## src/rtl/csel_sub64_seq.sv

```systemverilog
// Sequential WIDTH-bit subtractor (a - b - bin). Each clock processes one 8-bit
// carry-select slice, so a result takes WIDTH/8 cycles.
module csel_sub64_seq #(
    parameter int unsigned WIDTH = 64
) (
    input  logic             clk,
    input  logic             rst,
    input  logic             in_valid,
    output logic             in_ready,
    input  logic [WIDTH-1:0] a,
    input  logic [WIDTH-1:0] b,
    input  logic             bin,
    output logic             out_valid,
    input  logic             out_ready,
    output logic [WIDTH-1:0] diff,
    output logic             bout,
    output logic             ovf,
    output logic             zero
);

    localparam int unsigned NS = WIDTH / 8;
    localparam int unsigned CW = (NS > 1) ? $clog2(NS) : 1;

    typedef enum logic [1:0] {
        S_IDLE = 2'd0,
        S_RUN  = 2'd1,
        S_DONE = 2'd2
    } state_t;

    state_t           r_state;
    state_t           w_state_nxt;
    logic             w_accept;
    logic             w_last;

    logic [CW-1:0]    r_cnt;
    logic [WIDTH-1:0] r_a;
    logic [WIDTH-1:0] r_nb;
    logic             r_carry;
    logic [WIDTH-1:0] r_diff;
    logic             r_bout;
    logic             r_ovf;
    logic             r_zero;
    logic             r_in_ready;
    logic             r_out_valid;

    logic [7:0]       w_a_sl;
    logic [7:0]       w_b_sl;
    logic [4:0]       w_lo;
    logic [4:0]       w_hi0;
    logic [4:0]       w_hi1;
    logic [4:0]       w_hi;
    logic [7:0]       w_slice;
    logic             w_cout;
    logic [WIDTH-1:0] w_diff_nxt;

    assign w_last = (r_cnt == CW'(NS - 1));

    // State register
    always_ff @(posedge clk) begin
        if (rst) begin
            r_state <= S_IDLE;
        end else begin
            r_state <= w_state_nxt;
        end
    end

    // Next-state logic
    always_comb begin
        w_state_nxt = r_state;
        w_accept    = 1'b0;
        case (r_state)
            S_IDLE: begin
                if (in_valid) begin
                    w_state_nxt = S_RUN;
                    w_accept    = 1'b1;
                end
            end
            S_RUN: begin
                if (w_last) begin
                    w_state_nxt = S_DONE;
                end
            end
            S_DONE: begin
                if (out_ready) begin
                    w_state_nxt = S_IDLE;
                end
            end
            default: w_state_nxt = S_IDLE;
        endcase
    end

    // Handshake flags registered from the next state
    always_ff @(posedge clk) begin
        if (rst) begin
            r_in_ready  <= 1'b1;
            r_out_valid <= 1'b0;
        end else begin
            r_in_ready  <= (w_state_nxt == S_IDLE);
            r_out_valid <= (w_state_nxt == S_DONE);
        end
    end

    // One carry-select slice: high nibble precomputed for both low-nibble carries
    always_comb begin
        w_a_sl     = r_a[{r_cnt, 3'b000} +: 8];
        w_b_sl     = r_nb[{r_cnt, 3'b000} +: 8];
        w_lo       = 5'(w_a_sl[3:0]) + 5'(w_b_sl[3:0]) + 5'(r_carry);
        w_hi0      = 5'(w_a_sl[7:4]) + 5'(w_b_sl[7:4]);
        w_hi1      = w_hi0 + 5'd1;
        w_hi       = w_lo[4] ? w_hi1 : w_hi0;
        w_slice    = {w_hi[3:0], w_lo[3:0]};
        w_cout     = w_hi[4];
        w_diff_nxt = r_diff;
        w_diff_nxt[{r_cnt, 3'b000} +: 8] = w_slice;
    end

    // Operand capture, slice accumulation and final flags
    always_ff @(posedge clk) begin
        if (rst) begin
            r_cnt   <= '0;
            r_a     <= '0;
            r_nb    <= '0;
            r_carry <= 1'b0;
            r_diff  <= '0;
            r_bout  <= 1'b0;
            r_ovf   <= 1'b0;
            r_zero  <= 1'b0;
        end else if (w_accept) begin
            r_a     <= a;
            r_nb    <= ~b;
            r_carry <= ~bin;
            r_cnt   <= '0;
        end else if (r_state == S_RUN) begin
            r_diff  <= w_diff_nxt;
            r_carry <= w_cout;
            r_cnt   <= w_last ? '0 : r_cnt + CW'(1);
            if (w_last) begin
                // a and b differ in sign exactly when a and ~b share the MSB
                r_bout <= ~w_cout;
                r_ovf  <= (r_a[WIDTH-1] == r_nb[WIDTH-1]) && (w_slice[7] != r_a[WIDTH-1]);
                r_zero <= (w_diff_nxt == '0);
            end
        end
    end

    assign in_ready  = r_in_ready;
    assign out_valid = r_out_valid;
    assign diff      = r_diff;
    assign bout      = r_bout;
    assign ovf       = r_ovf;
    assign zero      = r_zero;

endmodule

```

## config.mk

```make
export PLATFORM = sky130hd
export DESIGN_NAME = csel_sub64_seq
export DESIGN_NICKNAME = d
export VERILOG_FILES = /design/src/rtl/csel_sub64_seq.sv
export SDC_FILE = /design/constraint.sdc
export NUM_CORES = 1
export LEC_CHECK = 0
export BUFFER_PORTS_ARGS = -buffer_cell sky130_fd_sc_hd__buf_2
export CAP_MARGIN = 30
export CORE_UTILIZATION = 55
export CTS_BUF_LIST = sky130_fd_sc_hd__clkbuf_4 sky130_fd_sc_hd__clkbuf_8
export DETAILED_ROUTE_END_ITERATION = 10
export HOLD_SLACK_MARGIN = 0.08
export PLACE_DENSITY = 0.81
export SETUP_SLACK_MARGIN = 0.2
export SYNTH_ARGS = -nofsm -noshare
export SYNTH_HDL_FRONTEND = slang
export SYNTH_SLANG_ARGS = --single-unit
```

## constraint.sdc

```tcl
create_clock -name clk -period 12.8 [get_ports clk]
set_clock_uncertainty 0.15 [all_clocks]
set_input_delay 1.28 -clock clk [delete_from_list [all_inputs] [get_ports clk]]
set_output_delay 1.28 -clock clk [all_outputs]
set_load 0.005 [all_outputs]
```

==> results of run 1 <==
-- layer usage --
layer	global-route usage [%]	wire length, um
met5	0	0
met3	5.41	1780
met4	10.4	522
met1	39.4	10300
met2	46.2	10800
-- synth_stat cells, types with 3 or more instances --
cell type,number
nor3_1,11
xnor2_1,5
nand3_1,10
and2_1,5
mux4_2,32
or4_1,3
a31oi_1,3
and3_1,3
a21o_1,5
o22ai_1,3
inv_1,8
nand2_1,225
a211oi_1,84
dfxtp_1,203
clkbuf_1,71
buf_2,4
buf_1,3
nor2b_1,4
or3_1,3
mux2i_1,4
o21ai_0,10
nor2_1,166
a21oi_1,126
xor2_1,5
nand2b_1,4
fa_1,3
nor4_1,10
ha_1,12
-- per-stage QoR --
step / std cells / instance area (um2) / power, mW / utilization [%]
after floorplan: 1049 / 8820 / 0.831 / -
final: 1448 / 10600 / 1.48 / 68.7
after global placement: 1387 / 9840 / 0.897 / 63.8
after CTS: 1448 / 10600 / 1.48 / 68.7
after detailed placement: 1390 / 9890 / 0.904 / 64.1
after global routing: 1448 / 10600 / 1.54 / 68.7
-- worst min path at each step --
stage          startpoint  endpoint  slack, ps  cells past startpoint
2_1_floorplan     r_a[16]   r_a[16]        280                      2
3_3_place_gp       r_a[9]    r_a[9]        290                      2
3_5_place_dp      r_a[11]   r_a[11]        300                      2
4_1_cts           r_a[11]   r_a[11]        300                      2
5_1_grt           r_a[11]   r_a[11]        320                      2
6_report          r_a[22]   r_a[22]        310                      2
-- layout by cell type (no fill, tap or decap), types with 5 or more instances in the layout --
cell      instances
nor4_1           10
xnor2_1           5
clkbuf_8         44
a21oi_1         126
o21ai_0          10
a211oi_1         84
xor2_1            5
dfxtp_1         201
nor2_1          166
a21o_1            5
nand2_1         224
ha_1             12
buf_4             7
inv_1             8
nand3_1          10
clkbuf_4         10
nor3_1           11
mux4_2           32
buf_2           200
-- logic make-up after synthesis --
logic type	Yosys count	share of synthesized area, %
flops	203	46.1
simple gates	453	21.1
mux	36	8.62
compound gates	243	16.9
fa+ha+maj	15	2.38
xor+xnor	10	0.993
buf+inv	89	3.97
-- state kept, by name, summed over array words and instances (netlist names) --
register / count
in_ready: 1
r_nb: 64
r_carry: 1
r_a: 64
diff: 64
bout: 1
zero: 1
ovf: 1
out_valid: 1
r_state: 2
r_cnt: 3
-- power breakdown --
part | switching [mW] | leakage (nW) | total, mW | internal (mW)
Sequential | 0.0208 | 1.66 | 0.687 | 0.666
Clock | 0.248 | 0.378 | 0.583 | 0.336
Combinational | 0.126 | 2.42 | 0.207 | 0.0816
-- layout make-up --
cell class / instances / area, um2 / share of cell area (%)
Clock buffer: 54 / 681 / 6.43
Clock inverter: 4 / 20.0 / 0.189
Inverter: 9 / 33.8 / 0.319
Multi-Input combinational cell: 757 / 4410 / 41.7
Sequential cell: 203 / 4070 / 38.4
Tap cell: 211 / 264 / 2.49
Timing Repair Buffer: 210 / 1110 / 10.5
-- worst max-delay path, stage by stage, from the launching register on --
cell and delay [ps]:
dfxtp_1 790, clkinv_1 650, nand2_1 190, nand2_1 110
fa_1 410, inv_1 90, fa_1 250, nand2b_1 130
a21oi_1 240, and2_1 290, xnor2_1 720, o21ai_0 240
or4b_1 590, o31ai_2 200
==> impl_results.md, run 1 <==
* Result of the run: complete, no violations
* Clock transition time at the flip-flop clock pins of the worst setup and hold paths at 60 ps
* Final Critical Period at 5140 ps
* Post-Synthesis Cell Area at 0.00882 mm2
* VDD IR-drop max at 0.0956 mV
* Initial antenna violation count at 0
* Post-CTS setup buffer count at 0
* Total clock buffers created by CTS at 34
* Dominant synthesized flop cell: dfxtp_1
* Pre-CTS setup slack at 7800 ps
* Cell Pwr Density at 139 mW/mm2
* Minimum setup slack in the final design at 7660 ps
* Drt first-iter violations at 583
* Clock sink count at 203
* Proportion of layout cells with a drive suffix above 1 at 24.8%
* Mean routed wirelength per cell at 16.1 um
* Mean Syn Cell Area at 8.41 um2
* Standby leakage power at 4.46 nW
* Count of yosys warnings during synthesis at 0
* Type of the setup path with the least slack: flop to flop
* Share of the clock period used by the worst path after layout at 40.1%
* Starting density of the core at 57.2%
* Worst reg2reg path depth at 13
* Type of the tightest min-delay check: flop to flop
* Number of cells produced by synthesis at 1049
* Filler cell count at 1291
* TritonCTS clock tree: done
* Peak clock frequency supported by timing at 0.195 GHz
* Number of hold-repair buffers added at the cts stage at 0
* Root buf cell: clkbuf_8
* Fraction of the yosys area taken by sequential cells at 46.1%
* Data required, critical path at 13070 ps
* Die Area at 0.0166 mm2
* Netlist cell types at 49
* Worst setup path endpoint: zero
* Number of diodes at 0
* Worst hold slack at 305 ps
* Synth-to-layout area growth at 20.0%
* Post-synth top area share at 46.1%
* Setup repair after global routing missed its margin: false
* Critical path launch point type: flop
* Vias per cell at 5.61
* Capturing point of the worst reg2reg path: zero
* Residual antenna-violating net count after detailed routing at 0
* Number of global-route vias before repair at 7489
* Number of maximum-capacitance constraint violations at 0
* Die Wd at 129 um
* Pre-antenna DRT Iters at 7
* Number of rows created at floorplan at 45
* Final Max Tran Viols at 0
* Clock latency on the worst-skew pair at 520 ps
* Number of nets in the finished design at 1363
* Die Span Y at 129 um
* Data arrival time of the worst path at 5400 ps
* Final weighted congestion in routability-driven placement at 0.878
* Maximum number of pins on one net before global-route repair at 98
* Remaining global-route overflow at 0
* Maximum level of the CTS H-tree at 2
* Number of failing setup endpoints in the final timing report at 0
* FF-to-FF Start: r_cnt[2]
* Number of ports placed on the die boundary at 202
* Remaining max-slew budget at the tightest pin at 30.3%
* Worst-path maximum fanout at 19
* Measured slew at the worst slew-check pin at 1040 ps
* Proportion of synthesized flip-flops having asynchronous set or reset at 0%
* Post-detail-place hpwl at 16000 um
* Placeable Area at 0.0154 mm2
* Synth top area cells: dfxtp_1 (46%), nand2_1 (9.6%), mux4_2 (8.2%), a21oi_1 (7.1%), a211oi_1 (7.1%)
* Launch point of the worst path: r_cnt[2]
* First-pass GRT wire length at 37500 um
* CTS max path bufs at 3
* Worst reg2reg setup slack at 7660 ps
* Wirelength, routed at 23400 um
* DRC violations left at 0
* Yosys top cell by area: dfxtp_1
* Count of input and output buffers at 201
* Number of storage elements in the synthesis netlist at 203
* Number of flops mapped to enable cells by yosys at 0
* Resized Gates After CTS at 0
* Number of hold-slack violations in the final timing report at 0
* Net count after synthesis at 1197
* Global-route usage over all layers at 29.0%
* Crit end category: flop
* Routed vias at 8118
* Fin Setup TNS at 0 ps
(Power assumes the default switching activity.)
==> run 2, diff against run 1 <==
--- a/config.mk
+++ b/config.mk
@@ -7,11 +7,11 @@
 export LEC_CHECK = 0
 export BUFFER_PORTS_ARGS = -buffer_cell sky130_fd_sc_hd__buf_2
 export CAP_MARGIN = 30
-export CORE_UTILIZATION = 55
+export CORE_UTILIZATION = 51
 export CTS_BUF_LIST = sky130_fd_sc_hd__clkbuf_4 sky130_fd_sc_hd__clkbuf_8
 export DETAILED_ROUTE_END_ITERATION = 10
 export HOLD_SLACK_MARGIN = 0.08
-export PLACE_DENSITY = 0.81
+export PLACE_DENSITY = 0.79
 export SETUP_SLACK_MARGIN = 0.2
 export SYNTH_ARGS = -nofsm -noshare
 export SYNTH_HDL_FRONTEND = slang
==> constraint.sdc (replaced) <==
create_clock -name clk -period 4.7 [get_ports clk]
set_clock_uncertainty 0.15 [all_clocks]
set_input_delay 0.47 -clock clk [delete_from_list [all_inputs] [get_ports clk]]
set_output_delay 0.47 -clock clk [all_outputs]
set_load 0.005 [all_outputs]
==> run 2 against run 1 <==
Effect of this change: clock power grew to 2.7 times the previous value; fmax rose by 27%; non-clock buffer count is 139 higher; sequential share of layout area is 4.4 points lower; first-iteration DRC count rose by 18%; largest cell class unchanged; die area up 7.7%; register-to-register slack got worse by 7000 ps; count of clock-buffer cells in the layout decreased by 2; total power grew to 2.8 times the previous value; design area increased by 13%; wire length grew 23%.
==> impl_results.md, run 2 (synthesized netlist as in run 1, its figures left out) <==
* Mean routed wirelength per cell at 18.0 um (was 16.1 um)
* Count of placed standard cells in the final layout, fillers left out at 1597 (was 1448)
* Starting density of the core at 52.6% (was 57.2%)
* Proportion of layout cells with a drive suffix above 1 at 23.0% (was 24.8%)
* Combined area of the multi-input logic cells at 0.00441 mm2 (unchanged)
* Measured slew at the worst slew-check pin at 1030 ps (was 1040 ps)
* Cell Pwr Density at 347 mW/mm2 (was 139 mW/mm2)
* Data arrival time of the worst path at 4340 ps (was 5400 ps)
* Share of the clock period used by the worst path after layout at 86.0% (was 40.1%)
* Launch point of the worst path: r_cnt[1] (was r_cnt[2])
* DRC violations left at 0 (unchanged)
* Min-Delay Startpoint: out_ready (was r_a[22])
* Die Span Y at 134 um (was 129 um)
* FF-to-FF Start: r_cnt[1] (was r_cnt[2])
* Remaining global-route overflow at 0 (unchanged)
* Commonest cells after routing, fill and taps aside: nand2_1 (224), dfxtp_1 (201), buf_2 (200) (unchanged)
* Peak clock frequency supported by timing at 0.247 GHz (was 0.195 GHz)
* Number of rows created at floorplan at 47 (was 45)
* Remaining max-slew budget at the tightest pin at 30.8% (was 30.3%)
* Maximum level of the CTS H-tree at 2 (unchanged)
* Number of hold-slack violations in the final timing report at 0 (unchanged)
* Worst-path maximum fanout at 23 (was 19)
* Total clock buffers created by CTS at 34 (unchanged)
* Maximum number of pins on one net before global-route repair at 140 (was 98)
* Final Max Tran Viols at 0 (unchanged)
* Setup repair after global routing missed its margin: false (unchanged)
* Drt first-iter violations at 689 (was 583)
* Fin Setup TNS at 0 ps (unchanged)
* TritonCTS clock tree: done (unchanged)
* Post-CTS setup buffer count at 0 (unchanged)
* VDD IR-drop max at 0.199 mV (was 0.0956 mV)
* Crit end category: flop (unchanged)
* Post-detail-place hpwl at 17000 um (was 16000 um)
* Routed vias at 8950 (was 8118)
* Global-route usage over all layers at 32.3% (was 29.0%)
* Root buf cell: clkbuf_8 (unchanged)
* Filler cell count at 1232 (was 1291)
* Result of the run: complete, no violations (unchanged)
* Clock transition time at the flip-flop clock pins of the worst setup and hold paths at 60 ps (about the same)
* Pre-antenna DRT Iters at 5 (was 7)
* Number of ports placed on the die boundary at 202 (unchanged)
* Final Critical Period at 4040 ps (was 5140 ps)
* Number of global-route vias before repair at 8713 (was 7489)
* Final weighted congestion in routability-driven placement at 0.912 (was 0.878)
* Placeable Area at 0.0168 mm2 (was 0.0154 mm2)
* First-pass GRT wire length at 45100 um (was 37500 um)
* Register area at 0.00407 mm2 (about the same)
* Type of the tightest min-delay check: input pin to flop (was flop to flop)
* Count of input and output buffers at 201 (unchanged)
* Standby leakage power at 5.04 nW (was 4.46 nW)
* Clock latency on the worst-skew pair at 540 ps (was 520 ps)
* CTS max path bufs at 3 (unchanged)
* Die Wd at 134 um (was 129 um)
* Synth-to-layout area growth at 35.7% (was 20.0%)
* Critical path launch point type: flop (unchanged)
* Type of the setup path with the least slack: flop to flop (unchanged)
* Worst hold slack at 117 ps (was 305 ps)
* # placed instances at 1409 (was 1390)
* Residual antenna-violating net count after detailed routing at 0 (unchanged)
* Number of nets in the finished design at 1502 (was 1363)
* Wirelength, routed at 28800 um (was 23400 um)
* Die Area at 0.0178 mm2 (was 0.0166 mm2)
* Most common library cell in the layout ignoring fill and taps: nand2_1 (unchanged)
* Number of failing setup endpoints in the final timing report at 0 (unchanged)
* Data required, critical path at 5000 ps (was 13070 ps)
* Initial antenna violation count at 1 (was 0)
* Vias per cell at 5.60 (was 5.61)
* Total power after layout at 4.16 mW (was 1.48 mW)
* Number of maximum-capacitance constraint violations at 0 (unchanged)
* Clock sink count at 203 (unchanged)
[run 2: changes by cell type in the layout (fill, tap and decap cells not counted), moves of 2 or more]
cell and change:
dlygate4sd3_1 +129, buf_4 +9, clkbuf_8 -3, inv_6 +2
[run 2: per-stage QoR]
stage | util [%] | setup slack [ps] | instance area, um2
2_1_floorplan | - | 359 | 8820
3_3_place_gp | 59.3 | 573 | 9940
3_5_place_dp | 59.6 | 499 | 9990
4_1_cts | 71.4 | 472 | 12000
5_1_grt | 71.4 | 430 | 12000
6_report | 71.4 | 658 | 12000
[run 2: repair_timing]
action / in CTS / in global routing
hold endpoints to repair: 129 / 0
hold buffers: 129 / 0
setup endpoints to repair: 0 / 3
gates resized for setup: 0 / 1
[run 2: power breakdown]
| part | switching, mW | total [mW] | internal (mW) |
|---|---|---|---|
| combinational | 0.373 | 0.681 | 0.308 |
| sequential | 0.0733 | 1.89 | 1.81 |
| clock | 0.708 | 1.59 | 0.880 |
[run 2: worst max-delay path, cell delays in order, from the launching register on]
cell      delay (ps)
dfxtp_2          730
mux4_2           320
nand2_1           50
nand2_1          110
fa_1             210
inv_1             70
fa_1             480
nand2b_1         170
a21oi_1          130
buf_4            200
nand4_1          130
xor2_1           620
o32a_1           230
nand4b_1         110
o31ai_2          230
[run 2: metal layers]
metal,GRT usage [%],share of wire [%]
met5,0,0
met1,39.4,40
met2,54.6,49
met3,6.77,7.7
met4,14.7,3.8
[run 2: worst paths after layout]
| kind | endpoint | slack [ps] | cells after the start |
|---|---|---|---|
| max | zero | 660 | 14 |
| min | out_valid | 120 | 4 |
| max reg2reg | zero | 660 | 14 |
| min reg2reg | r_a[32] | 300 | 2 |
[run 2: cell type report]
type                            count  share of cell area, %
Clock inverter                      6                  0.314
Antenna cell                        1                 0.0209
Inverter                            9                  0.282
Tap cell                          220                   2.30
Multi-Input combinational cell    757                   36.9
Sequential cell                   203                   34.0
Clock buffer                       52                   5.40
Timing Repair Buffer              349                   20.8
==> run 3, diff against run 2 <==
--- a/config.mk
+++ b/config.mk
@@ -5,13 +5,13 @@
 export SDC_FILE = /design/constraint.sdc
 export NUM_CORES = 1
 export LEC_CHECK = 0
-export BUFFER_PORTS_ARGS = -buffer_cell sky130_fd_sc_hd__buf_2
 export CAP_MARGIN = 30
-export CORE_UTILIZATION = 51
+export CORE_UTILIZATION = 55
 export CTS_BUF_LIST = sky130_fd_sc_hd__clkbuf_4 sky130_fd_sc_hd__clkbuf_8
 export DETAILED_ROUTE_END_ITERATION = 10
+export DONT_BUFFER_PORTS = 1
 export HOLD_SLACK_MARGIN = 0.08
-export PLACE_DENSITY = 0.79
+export PLACE_DENSITY = 0.73
 export SETUP_SLACK_MARGIN = 0.2
 export SYNTH_ARGS = -nofsm -noshare
 export SYNTH_HDL_FRONTEND = slang
==> run 3 against run 2 <==
Effect of this change: sequential share of layout area increased by 3.1 points; clock power about the same; global-route usage decreased by 1.7 points; critical endpoint unchanged; total power decreased by 2.5%; die area decreased by 7.2%; worst setup slack improved by 76 ps; utilization decreased by 0.39 points; hold slack improved by 34 ps; largest cell class unchanged.
==> impl_results.md, run 3 (synthesized netlist as in run 1, its figures left out) <==
* Filler cell count at 1158 (was 1232)
* Post-detail-place hpwl at 15600 um (was 17000 um)
* Total clock buffers created by CTS at 34 (unchanged)
* Share of the clock period used by the worst path after layout at 84.4% (was 86.0%)
* Worst-path maximum fanout at 24 (was 23)
* Final Critical Period at 3970 ps (was 4040 ps)
* Crit end category: flop (unchanged)
* Type of the setup path with the least slack: flop to flop (unchanged)
* Fin Setup TNS at 0 ps (unchanged)
* Wirelength, routed at 25300 um (was 28800 um)
* Maximum level of the CTS H-tree at 2 (unchanged)
* Clock sink count at 203 (unchanged)
* Number of nets in the finished design at 1303 (was 1502)
* Final weighted congestion in routability-driven placement at 0.878 (was 0.912)
* DRC violations left at 0 (unchanged)
* Most common library cell in the layout ignoring fill and taps: nand2_1 (unchanged)
* Remaining max-slew budget at the tightest pin at 37.1% (was 30.8%)
* FF-to-FF Start: r_cnt[1] (unchanged)
* Number of ports placed on the die boundary at 202 (unchanged)
* Proportion of layout cells with a drive suffix above 1 at 9.63% (was 23.0%)
* First-pass GRT wire length at 39300 um (was 45100 um)
* CTS max path bufs at 3 (unchanged)
* Placeable Area at 0.0154 mm2 (was 0.0168 mm2)
* VDD IR-drop max at 0.259 mV (was 0.199 mV)
* Drt first-iter violations at 690 (was 689)
* Commonest cells after routing, fill and taps aside: nand2_1 (224), dfxtp_1 (201), nor2_1 (166) (was nand2_1 (224), dfxtp_1 (201), buf_2 (200))
* Result of the run: complete, no violations (unchanged)
* Die Area at 0.0166 mm2 (was 0.0178 mm2)
* Mean routed wirelength per cell at 18.2 um (was 18.0 um)
* Number of maximum-capacitance constraint violations at 0 (unchanged)
* Max incr delay on CP at 760 ps (was 730 ps)
* Cell Pwr Density at 370 mW/mm2 (was 347 mW/mm2)
* Number of rows created at floorplan at 45 (was 47)
* Measured slew at the worst slew-check pin at 936 ps (was 1030 ps)
* Starting density of the core at 57.2% (was 52.6%)
* Die Span Y at 129 um (was 134 um)
* Number of hold-slack violations in the final timing report at 0 (unchanged)
* Synth-to-layout area growth at 24.2% (was 35.7%)
* Clock transition time at the flip-flop clock pins of the worst setup and hold paths at 60 ps (about the same)
* Pre-antenna DRT Iters at 5 (unchanged)
* Critical path launch point type: flop (unchanged)
* Final Max Tran Viols at 0 (unchanged)
* Remaining global-route overflow at 0 (unchanged)
* Launch point of the worst path: r_cnt[1] (unchanged)
* Initial antenna violation count at 2 (was 1)
* Number of failing setup endpoints in the final timing report at 0 (unchanged)
* Vias per cell at 5.76 (was 5.60)
* Number of global-route vias before repair at 7608 (was 8713)
* Worst path cell trace: mux4_2 -> nand2_1 -> nand2_1 -> fa_1 -> inv_1 -> fa_1 -> nand2b_1 -> a21oi_1 -> buf_4 -> nand4_1 -> xor2_1 -> o32a_1 -> nand4b_1 -> o31ai_2 (unchanged)
* TritonCTS clock tree: done (unchanged)
* Global-route usage over all layers at 30.6% (was 32.3%)
* Clock latency on the worst-skew pair at 500 ps (was 540 ps)
* Routed vias at 7988 (was 8950)
* Residual antenna-violating net count after detailed routing at 0 (unchanged)
* Worst hold slack at 151 ps (was 117 ps)
* Data required, critical path at 4970 ps (was 5000 ps)
* Root buf cell: clkbuf_8 (unchanged)
* Peak clock frequency supported by timing at 0.252 GHz (was 0.247 GHz)
* Count of input and output buffers at 0 (was 201)
* Setup repair after global routing missed its margin: false (unchanged)
* Standby leakage power at 4.14 nW (was 5.04 nW)
* Die Wd at 129 um (was 134 um)
* Data arrival time of the worst path at 4230 ps (was 4340 ps)
* Maximum number of pins on one net before global-route repair at 203 (was 140)
* Min-Delay Startpoint: in_valid (was out_ready)
* Type of the tightest min-delay check: input pin to flop (unchanged)
* Cell with the largest stage delay on the worst path: dfxtp_2 (unchanged)
## run 3: changes by cell type in the layout (fill, tap and decap cells not counted)
| cell | before | now |
|---|---|---|
| dlygate4sd3_1 | 129 | 130 |
| clkinvlp_4 | 0 | 1 |
| buf_12 | 2 | 1 |
| buf_16 | 1 | 2 |
| diode_2 | 1 | 2 |
| clkbuf_4 | 11 | 8 |
| bufinv_16 | 0 | 1 |
| buf_4 | 16 | 17 |
| inv_6 | 2 | 0 |
| buf_2 | 200 | 0 |
| clkbuf_8 | 41 | 40 |
| buf_6 | 1 | 0 |
## run 3: report_power, final
group / switching [mW] / total (mW) / internal [mW]
combinational: 0.343 / 0.610 / 0.267
sequential: 0.0693 / 1.88 / 1.81
clock: 0.674 / 1.56 / 0.886
total: 1.09 / 4.05 / 2.97
## run 3: what timing repair did
action,CTS,global route
gates resized for setup,0,1
setup endpoints to repair,0,2
setup buffers,0,0
hold buffers,131,0
endpoints found under the hold margin,203,0
## run 3: stage by stage
step	cells	setup WS (ps)	util [%]	power [mW]	instance area [um2]
finish	1386	734	71.0	4.05	11000
global route	1386	418	71.0	4.22	11000
CTS	1384	480	71.0	4.05	11000
detailed placement	1199	522	58.0	2.39	8950
global placement	1197	636	57.7	2.38	8910
floorplan	1049	359	-	2.26	8820
## run 3: final cells by class
| cell class | count | area (um2) | area share (%) |
|---|---|---|---|
| repair buffers | 150 | 1500 | 13.7 |
| clock inverters | 6 | 57.6 | 0.525 |
| multi-input cells | 757 | 4410 | 40.3 |
| clock buffers | 48 | 611 | 5.57 |
| diodes | 2 | 5.00 | 0.0457 |
| flip-flops and latches | 203 | 4070 | 37.1 |
| inverters | 9 | 33.8 | 0.308 |
| well taps | 211 | 264 | 2.41 |
## run 3: worst paths after layout
check,endpoint,slack [ps],depth (start not counted)
worst min-delay path,r_cnt[1],150,2
worst max-delay path,zero,730,14
worst min register to register,r_a[34],310,2
worst max register to register,zero,730,14
## run 3: worst max-delay path, delay by kind of cell (launching register included)
family / cells / cell delay (ps)
adders and majority gates: 2 / 680
DFF: 1 / 760
AOI/OAI and AO/OA: 3 / 590
and+or+nand+nor: 5 / 590
muxes: 1 / 340
buffers and inverters: 2 / 250
xor gates and xnor gates: 1 / 520
## run 3: metal layers
metal  track usage, %  wire [um]
met2             49.8      12000
met3             6.86       2000
met5                0          0
met1             39.1      10500
met4             13.6        779
